**config.mk**
```make
export PLATFORM = sky130hd
export DESIGN_NAME = inst_decode
export DESIGN_NICKNAME = d
export VERILOG_FILES = /design/src/rtl/inst_decode_pkg.sv /design/src/rtl/inst_decode_imm_gen.sv /design/src/rtl/inst_decode.sv
export SDC_FILE = /design/constraint.sdc
export NUM_CORES = 1
export LEC_CHECK = 0
export BUFFER_PORTS_ARGS = -buffer_cell sky130_fd_sc_hd__buf_2
export CORE_ASPECT_RATIO = 0.6
export CORE_UTILIZATION = 35
export CTS_BUF_LIST = sky130_fd_sc_hd__clkbuf_8
export CTS_CLUSTER_SIZE = 25
export DETAILED_ROUTE_END_ITERATION = 10
export GPL_ROUTABILITY_DRIVEN = 0
export PLACE_DENSITY = 0.7
export SETUP_SLACK_MARGIN = 0.2
export SYNTH_ARGS = -nofsm -noshare
export SYNTH_HDL_FRONTEND = slang
export SYNTH_HIERARCHICAL = 1
export SYNTH_SLANG_ARGS = --single-unit
```
**constraint.sdc**
```tcl
create_clock -name clk_i_Dec -period 2.35 [get_ports clk_i_Dec]
set_clock_uncertainty 0.15 [all_clocks]
set_input_delay 0.3525 -clock clk_i_Dec [delete_from_list [all_inputs] [get_ports clk_i_Dec]]
set_output_delay 0.3525 -clock clk_i_Dec [all_outputs]
set_load 0.02 [all_outputs]
```
**src/rtl/inst_decode_pkg.sv**
```systemverilog
// Shared decode constants, ALU codes, FSM encodings and the registered decode record.
// No logic of its own; latency and backpressure belong to the modules that import it.
// Imported by inst_decode and inst_decode_imm_gen.
package inst_decode_pkg;

    localparam int XLEN       = 32;
    localparam int RegAddrBus = 5;

    localparam logic [6:0] OPC_LUI    = 7'b0110111;
    localparam logic [6:0] OPC_AUIPC  = 7'b0010111;
    localparam logic [6:0] OPC_JAL    = 7'b1101111;
    localparam logic [6:0] OPC_JALR   = 7'b1100111;
    localparam logic [6:0] OPC_BRANCH = 7'b1100011;
    localparam logic [6:0] OPC_LOAD   = 7'b0000011;
    localparam logic [6:0] OPC_STORE  = 7'b0100011;
    localparam logic [6:0] OPC_OP_IMM = 7'b0010011;
    localparam logic [6:0] OPC_OP     = 7'b0110011;

    localparam logic [6:0] F7_BASE   = 7'b0000000;
    localparam logic [6:0] F7_ALT    = 7'b0100000;
    localparam logic [6:0] F7_MULDIV = 7'b0000001;

    typedef enum logic [4:0] {
        ALU_ADD    = 5'd0,
        ALU_SUB    = 5'd1,
        ALU_SLL    = 5'd2,
        ALU_SLT    = 5'd3,
        ALU_SLTU   = 5'd4,
        ALU_XOR    = 5'd5,
        ALU_SRL    = 5'd6,
        ALU_SRA    = 5'd7,
        ALU_OR     = 5'd8,
        ALU_AND    = 5'd9,
        ALU_PASSB  = 5'd10,
        ALU_MUL    = 5'd11,
        ALU_MULH   = 5'd12,
        ALU_MULHSU = 5'd13,
        ALU_MULHU  = 5'd14,
        ALU_DIV    = 5'd15,
        ALU_DIVU   = 5'd16,
        ALU_REM    = 5'd17,
        ALU_REMU   = 5'd18
    } alu_op_e;

    typedef enum logic [2:0] {
        FMT_X, FMT_R, FMT_I, FMT_S, FMT_B, FMT_U, FMT_J
    } fmt_e;

    localparam logic [0:0] ST_ISSUE  = 1'b0;
    localparam logic [0:0] ST_BUBBLE = 1'b1;

    localparam logic                  RdEnable    = 1'b1;
    localparam logic                  WrtEnable   = 1'b1;
    localparam logic [RegAddrBus-1:0] ZeroRegAddr = '0;
    localparam logic [XLEN-1:0]       ZeroRegData = '0;

    typedef struct packed {
        logic                  valid;
        logic                  illegal;
        logic                  rd_en1;
        logic                  rd_en2;
        logic [RegAddrBus-1:0] rd_addr1;
        logic [RegAddrBus-1:0] rd_addr2;
        logic                  wr_en;
        logic [RegAddrBus-1:0] wr_addr;
        logic [XLEN-1:0]       imm;
        logic [4:0]            alu_op;
        logic [2:0]            funct3;
        logic                  mem_rd;
        logic                  mem_wr;
        logic                  branch;
        logic                  jump;
        logic [XLEN-1:0]       pc;
    } dec_t;

    function automatic fmt_e fmt_of(input logic [6:0] opc);
        case (opc)
            OPC_OP:                        return FMT_R;
            OPC_OP_IMM, OPC_LOAD, OPC_JALR: return FMT_I;
            OPC_STORE:                     return FMT_S;
            OPC_BRANCH:                    return FMT_B;
            OPC_LUI, OPC_AUIPC:            return FMT_U;
            OPC_JAL:                       return FMT_J;
            default:                       return FMT_X;
        endcase
    endfunction

endpackage

```
**src/rtl/inst_decode_imm_gen.sv**
```systemverilog
// Immediate generator: sign-extended immediate selected by the opcode's format.
// Latency: purely combinational.
// Backpressure: none, follows its input.
module inst_decode_imm_gen
    import inst_decode_pkg::*;
(
    input  logic [XLEN-1:0] inst,
    output logic [XLEN-1:0] imm
);

    always_comb begin
        imm = ZeroRegData;
        case (fmt_of(inst[6:0]))
            FMT_I: imm = {{20{inst[31]}}, inst[31:20]};
            FMT_S: imm = {{20{inst[31]}}, inst[31:25], inst[11:7]};
            FMT_B: imm = {{19{inst[31]}}, inst[31], inst[7], inst[30:25], inst[11:8], 1'b0};
            FMT_U: imm = {inst[31:12], 12'b0};
            FMT_J: imm = {{11{inst[31]}}, inst[31], inst[19:12], inst[20], inst[30:21], 1'b0};
            default: imm = ZeroRegData;
        endcase
    end

endmodule

```
**src/rtl/inst_decode.sv**
```systemverilog
// RV32I decode stage with load-use bubble insertion; RV32M_EN adds the M-extension ops.
// Latency: one cycle to registered outputs; Stall_o_Dec is combinational.
// Backpressure: on a load-use hazard it stalls fetch for exactly one cycle and issues a bubble.
module inst_decode
    import inst_decode_pkg::*;
#(
    parameter int DATA_W = XLEN,
    parameter int REG_AW = RegAddrBus
) (
    input  logic              clk_i_Dec,
    input  logic              Rst_i_Dec,
    input  logic [DATA_W-1:0] Inst_i_Dec,
    input  logic              InstValid_i_Dec,
    input  logic [DATA_W-1:0] PC_i_Dec,
    input  logic              Flush_i_Dec,
    output logic              Stall_o_Dec,
    output logic              RdEn_1_o_Dec,
    output logic              RdEn_2_o_Dec,
    output logic [REG_AW-1:0] Rd_Addr1_o_Dec,
    output logic [REG_AW-1:0] Rd_Addr2_o_Dec,
    output logic              WrEn_o_Dec,
    output logic [REG_AW-1:0] WrAddr_o_Dec,
    output logic [DATA_W-1:0] Imm_o_Dec,
    output logic [4:0]        AluOp_o_Dec,
    output logic [2:0]        Funct3_o_Dec,
    output logic              MemRd_o_Dec,
    output logic              MemWr_o_Dec,
    output logic              Branch_o_Dec,
    output logic              Jump_o_Dec,
    output logic [DATA_W-1:0] PC_o_Dec,
    output logic              Valid_o_Dec,
    output logic              Illegal_o_Dec
);

    logic [6:0]            opcode;
    logic [6:0]            funct7;
    logic [2:0]            funct3;
    logic [REG_AW-1:0]     rd, rs1, rs2;
    fmt_e                  fmt;
    logic [XLEN-1:0]       imm;
    logic                  illegal;
    logic [4:0]            alu_op;
    logic                  mem_rd, mem_wr, branch, jump;
    dec_t                  dec;
    dec_t                  out_q;
    logic [0:0]            state_q;
    logic                  ld_pend_q;
    logic [REG_AW-1:0]     ld_rd_q;
    logic                  hazard;

    assign opcode = Inst_i_Dec[6:0];
    assign rd     = Inst_i_Dec[11:7];
    assign funct3 = Inst_i_Dec[14:12];
    assign rs1    = Inst_i_Dec[19:15];
    assign rs2    = Inst_i_Dec[24:20];
    assign funct7 = Inst_i_Dec[31:25];
    assign fmt    = fmt_of(opcode);

    inst_decode_imm_gen u_imm_gen (
        .inst (Inst_i_Dec),
        .imm  (imm)
    );

    always_comb begin
        illegal = 1'b0;
        alu_op  = ALU_ADD;
        mem_rd  = 1'b0;
        mem_wr  = 1'b0;
        branch  = 1'b0;
        jump    = 1'b0;
        case (opcode)
            OPC_OP: begin
                case (funct7)
                    F7_BASE: begin
                        case (funct3)
                            3'b000:  alu_op = ALU_ADD;
                            3'b001:  alu_op = ALU_SLL;
                            3'b010:  alu_op = ALU_SLT;
                            3'b011:  alu_op = ALU_SLTU;
                            3'b100:  alu_op = ALU_XOR;
                            3'b101:  alu_op = ALU_SRL;
                            3'b110:  alu_op = ALU_OR;
                            default: alu_op = ALU_AND;
                        endcase
                    end
                    F7_ALT: begin
                        if (funct3 == 3'b000)      alu_op = ALU_SUB;
                        else if (funct3 == 3'b101) alu_op = ALU_SRA;
                        else                       illegal = 1'b1;
                    end
                    F7_MULDIV: begin
`ifdef RV32M_EN
                        case (funct3)
                            3'b000:  alu_op = ALU_MUL;
                            3'b001:  alu_op = ALU_MULH;
                            3'b010:  alu_op = ALU_MULHSU;
                            3'b011:  alu_op = ALU_MULHU;
                            3'b100:  alu_op = ALU_DIV;
                            3'b101:  alu_op = ALU_DIVU;
                            3'b110:  alu_op = ALU_REM;
                            default: alu_op = ALU_REMU;
                        endcase
`else
                        illegal = 1'b1;
`endif
                    end
                    default: illegal = 1'b1;
                endcase
            end
            OPC_OP_IMM: begin
                case (funct3)
                    3'b000: alu_op = ALU_ADD;
                    3'b010: alu_op = ALU_SLT;
                    3'b011: alu_op = ALU_SLTU;
                    3'b100: alu_op = ALU_XOR;
                    3'b110: alu_op = ALU_OR;
                    3'b111: alu_op = ALU_AND;
                    3'b001: begin
                        alu_op  = ALU_SLL;
                        illegal = (funct7 != F7_BASE);
                    end
                    default: begin
                        // Shift-right immediates: inst[30] picks arithmetic.
                        alu_op  = Inst_i_Dec[30] ? ALU_SRA : ALU_SRL;
                        illegal = (funct7 != F7_BASE) && (funct7 != F7_ALT);
                    end
                endcase
            end
            OPC_LOAD: begin
                mem_rd  = 1'b1;
                illegal = (funct3 == 3'b011) || (funct3 == 3'b110) || (funct3 == 3'b111);
            end
            OPC_STORE: begin
                mem_wr  = 1'b1;
                illegal = funct3[2] || (funct3 == 3'b011);
            end
            OPC_BRANCH: begin
                alu_op  = ALU_SUB;
                branch  = 1'b1;
                illegal = (funct3 == 3'b010) || (funct3 == 3'b011);
            end
            OPC_JAL:   jump = 1'b1;
            OPC_JALR: begin
                jump    = 1'b1;
                illegal = (funct3 != 3'b000);
            end
            OPC_LUI:   alu_op = ALU_PASSB;
            OPC_AUIPC: alu_op = ALU_ADD;
            default:   illegal = 1'b1;
        endcase
    end

    always_comb begin
        dec       = '0;
        dec.valid = 1'b1;
        dec.pc    = PC_i_Dec;
        if (illegal) begin
            dec.illegal = 1'b1;
        end else begin
            dec.rd_en1   = (fmt == FMT_R) || (fmt == FMT_I) || (fmt == FMT_S) || (fmt == FMT_B);
            dec.rd_en2   = (fmt == FMT_R) || (fmt == FMT_S) || (fmt == FMT_B);
            dec.rd_addr1 = dec.rd_en1 ? rs1 : ZeroRegAddr;
            dec.rd_addr2 = dec.rd_en2 ? rs2 : ZeroRegAddr;
            dec.wr_en    = ((fmt == FMT_R) || (fmt == FMT_I) || (fmt == FMT_U) || (fmt == FMT_J))
                           && (rd != ZeroRegAddr) && !mem_wr && !branch;
            dec.wr_addr  = dec.wr_en ? rd : ZeroRegAddr;
            dec.imm      = imm;
            dec.alu_op   = alu_op;
            dec.funct3   = ((fmt == FMT_U) || (fmt == FMT_J)) ? 3'b000 : funct3;
            dec.mem_rd   = mem_rd;
            dec.mem_wr   = mem_wr;
            dec.branch   = branch;
            dec.jump     = jump;
        end
    end

    // A load with rd=x0 leaves ld_rd_q at zero, which never matches.
    assign hazard = InstValid_i_Dec && ld_pend_q && (ld_rd_q != ZeroRegAddr) &&
                    ((dec.rd_en1 && (dec.rd_addr1 == ld_rd_q)) ||
                     (dec.rd_en2 && (dec.rd_addr2 == ld_rd_q)));

    assign Stall_o_Dec = (state_q == ST_ISSUE) && hazard && !Flush_i_Dec;

    always_ff @(posedge clk_i_Dec or negedge Rst_i_Dec) begin
        if (!Rst_i_Dec) begin
            out_q     <= '0;
            state_q   <= ST_ISSUE;
            ld_pend_q <= 1'b0;
            ld_rd_q   <= ZeroRegAddr;
        end else if (Flush_i_Dec || !InstValid_i_Dec) begin
            out_q     <= '0;
            state_q   <= ST_ISSUE;
            ld_pend_q <= 1'b0;
        end else if ((state_q == ST_ISSUE) && hazard) begin
            out_q     <= '0;
            state_q   <= ST_BUBBLE;
            ld_pend_q <= 1'b0;
        end else begin
            out_q     <= dec;
            state_q   <= ST_ISSUE;
            ld_pend_q <= dec.mem_rd;
            ld_rd_q   <= dec.wr_addr;
        end
    end

    assign Valid_o_Dec    = out_q.valid;
    assign Illegal_o_Dec  = out_q.illegal;
    assign RdEn_1_o_Dec   = out_q.rd_en1 & RdEnable;
    assign RdEn_2_o_Dec   = out_q.rd_en2 & RdEnable;
    assign Rd_Addr1_o_Dec = out_q.rd_addr1;
    assign Rd_Addr2_o_Dec = out_q.rd_addr2;
    assign WrEn_o_Dec     = out_q.wr_en & WrtEnable;
    assign WrAddr_o_Dec   = out_q.wr_addr;
    assign Imm_o_Dec      = out_q.imm;
    assign AluOp_o_Dec    = out_q.alu_op;
    assign Funct3_o_Dec   = out_q.funct3;
    assign MemRd_o_Dec    = out_q.mem_rd;
    assign MemWr_o_Dec    = out_q.mem_wr;
    assign Branch_o_Dec   = out_q.branch;
    assign Jump_o_Dec     = out_q.jump;
    assign PC_o_Dec       = out_q.pc;

endmodule

```
==> out/metrics.yaml <==
timing:
  hold_viol_final: 0
  setup-violations-final: 94
  max_freq_ghz: 0.386
  worstMarginPinSlew_ns: 0.586
  relSlewSlack_pct: 60.9
  fin_crit_ns: 2.59
  setup_slack_ns: -0.240
  grt_setup_unrepaired: "yes"
  maxSlewViolCount: 0
  timing.final.crit_share_pct: 110
floorplan:
  die_area_um2: 13700
  die_w_um: 151
  chipHeight_um: 91.1
  coreArea_um2: 12900
  rows: 32
  initial_utilization_pct: 35.9
  io-pin-count: 165
logic_synthesis:
  ys_async_sr_fraction_pct: 100
  synth.avg_cell_area_um2: 11.1
  yosys_warnings: 6
  synth_flop_cell: "dfrtp_1"
  syn_inst: 416
  ys_seq_elements: 101
  synth.top_cells.by_count: "dfrtp_1, nor2b_1, and2_1, nand3_1, and3_1"
  synth_edf_count: 0
  yosys-top-cells-area: "dfrtp_1, nor2b_1, and2_1"
  yosysTopAreaCellShare_pct: 54.5
  synth_area_um2: 4630
  synth_cell_types: 64
  synth.most_common_cell: "dfrtp_1"
  synth_top_area_cell: "dfrtp_1"
  synth-seq-area-share_pct: 54.5
  syn_nets: 485
cells_and_area:
  utilization_pct: 48.7
  design_area_um2: 6270
  drive_above_1_share_pct: 43.5
  stdcell_count: 796
  n_fill_cell: 1208
  final_nets: 690
  antenna_cells: 0
  area_delta_synth_final_pct: 35.4
pwr:
  p_per_area_nw_per_um2: 515
  internal-power_uw: 2360
  seq_power_share_pct: 54.6
  p_leak_uw: 0.00348
  switching_share_pct: 27.1
  p_sw_uw: 877
  vdd_drop_max_mv: 0.277
  comb_power_share_pct: 12.7
  clockPowerShare_pct: 32.7
route:
  wl_met2_mm: 5.78
  wl_met3_mm: 1.07
  topRoutingLayerUsed: "met4"
  firstDrtPassIters: 4
  dr_total_vias: 3916
  wl_per_cell_um: 16.2
  drc_errors: 0
  drt_iter0_markers: 289
  met1Wirelength_mm: 5.89
  routed_wl_mm: 12.9
  viasPerCell: 4.92
  ant_nets: 0
global_route:
  grt_pass1_wl_mm: 20.0
  antenna_found_initial: 0
  first_global_vias: 3773
  grt_max_degree: 102
  grt_usage_pct: 19.3
  grt_overflow: 0
placed_design:
  place_inst: 777
  dp_hpwl_mm: 9.44
  pre_cts_ws_ns: -0.389
  dpl-instance-area_um2: 5990
  port_buffers: 163
clock_tree:
  cts_num_sinks: 101
  clockRootBuffer: "clkbuf_8"
  cts_max_level: 3
  clkTransAtPathRegs_ns: 0.09
  insertion_delay_ns: 0.37
  cts_buffer_depth: 2
  tritoncts: "yes"
  cts_buffers: 9
critical_path:
  crit_fanout: 2
  crit_required_ns: 1.85
  critPathMaxStageDelay_ns: 0.55
  cp-end-kind: "primary output"
  start_kind: "flip-flop"
  rr_worst_depth: 8
  cp.arrival_ns: 2.09
  cp_cell_sequence: "or4_4 > o2111ai_4 > a211oi_2 > a22oi_4 > nor3_4 > buf_6"
  critical_path_class: "flip-flop to primary output"
  slowest_stage: "or4_4"
job:
  drv_cap: 0
run_status:
  violations: "setup timing"
  status: "complete, but fails checks"
hold_path:
  min_path_type: "primary input to flip-flop"
  hold_depth: 2
## placed cells by master (no fill, tap or decap), types with 5 or more instances in the layout
cell	count
nor3_1	5
o21ai_0	5
inv_1	11
nor2_1	11
nand3_1	28
nand2_1	14
nor2b_1	40
and2_1	37
buf_4	54
clkbuf_8	10
a21oi_1	6
and3_1	16
and3b_1	6
a21o_1	10
dfrtp_1	101
a2bb2o_2	5
xnor2_1	11
buf_2	161
nand3b_1	5
## cell families after synthesis
logic type / synth area share [%]
other: 0.0809
adder cells (fa/ha/maj): 0.270
XOR/XNOR: 2.46
AND/OR/NAND/NOR: 26.4
flip-flops: 54.5
AO/OA/AOI/OAI: 10.6
buffers and inverters: 4.83
multiplexers: 0.864
## cell type report
cell class,count,area (um^2),share of cell area (%)
Clock buffer,10,138,2.19
Sequential cell,101,2530,40.3
Inverter,10,37.5,0.598
Timing Repair Buffer,222,1350,21.4
Multi-Input combinational cell,277,1970,31.3
Clock inverter,6,47.5,0.758
Tap cell,170,213,3.39
## power groups by stage
stage / sequential [uW] / clock [uW] / combinational (uW)
after CTS: 1770 / 1100 / 412
after global routing: 1770 / 1170 / 447
after floorplan: 1830 / 0 / 156
final: 1770 / 1060 / 409
after global placement: 1800 / 0 / 394
after detailed placement: 1800 / 0 / 405
## critical path, delay by kind of cell (launching register included)
| kind | cells | cell delay, ns |
|---|---|---|
| DFF | 1 | 0.40 |
| AOI/OAI and AO/OA | 3 | 0.58 |
| buffers and inverters | 1 | 0.13 |
| and+or+nand+nor | 2 | 0.61 |
## flip-flops by register name (all words and copies together) (netlist names)
register        cells
WrEn_o_Dec          1
Branch_o_Dec        1
Rd_Addr1_o_Dec      5
ld_pend_q           1
Valid_o_Dec         1
state_q             1
AluOp_o_Dec         4
RdEn_1_o_Dec        1
Jump_o_Dec          1
Imm_o_Dec          32
Illegal_o_Dec       1
ld_rd_q             5
MemWr_o_Dec         1
Rd_Addr2_o_Dec      5
PC_o_Dec           32
Funct3_o_Dec        3
WrAddr_o_Dec        5
RdEn_2_o_Dec        1
## per-layer routing
layer  track usage [%]  up-vias
met5                 0        -
met4              5.47        0
met3              5.43       14
met2              29.5      157
met1              26.6     1907
li1                  -     1838
## through the flow
stage / setup TNS (ns) / power (uW) / hold WS, ns
3_5_place_dp: -29.77 / 2210 / 0.312
4_1_cts: -8.59 / 3280 / 0.0174
6_report: -9.96 / 3230 / 0.0455
3_3_place_gp: -24.00 / 2190 / 0.293
2_1_floorplan: -2.32 / 1990 / -0.0931
5_1_grt: -18.75 / 3380 / 0.0192
## worst paths after layout
kind	from	to	slack, ns
max	ld_rd_q[4]	Stall_o_Dec	-0.24
min	PC_i_Dec[31]	PC_o_Dec[31]	0.05
max reg2reg	ld_rd_q[4]	Imm_o_Dec[18]	-0.23
min reg2reg	ld_rd_q[1]	ld_rd_q[1]	0.52
max in group asynchronous	Rst_i_Dec	PC_o_Dec[13]	1.18
min in group asynchronous	Rst_i_Dec	AluOp_o_Dec[0]	0.36
## timing repair
| item | in CTS | in global routing |
|---|---|---|
| hold endpoints to repair | 101 | 0 |
| gates cloned | 1 | 0 |
| endpoints found under the setup margin | 100 | 100 |
| pin swaps | 6 | 1 |
| hold buffers | 1 | 0 |
| setup buffers | 1 | 0 |
| gates resized for setup | 9 | 3 |
(Power assumes the default switching activity.)
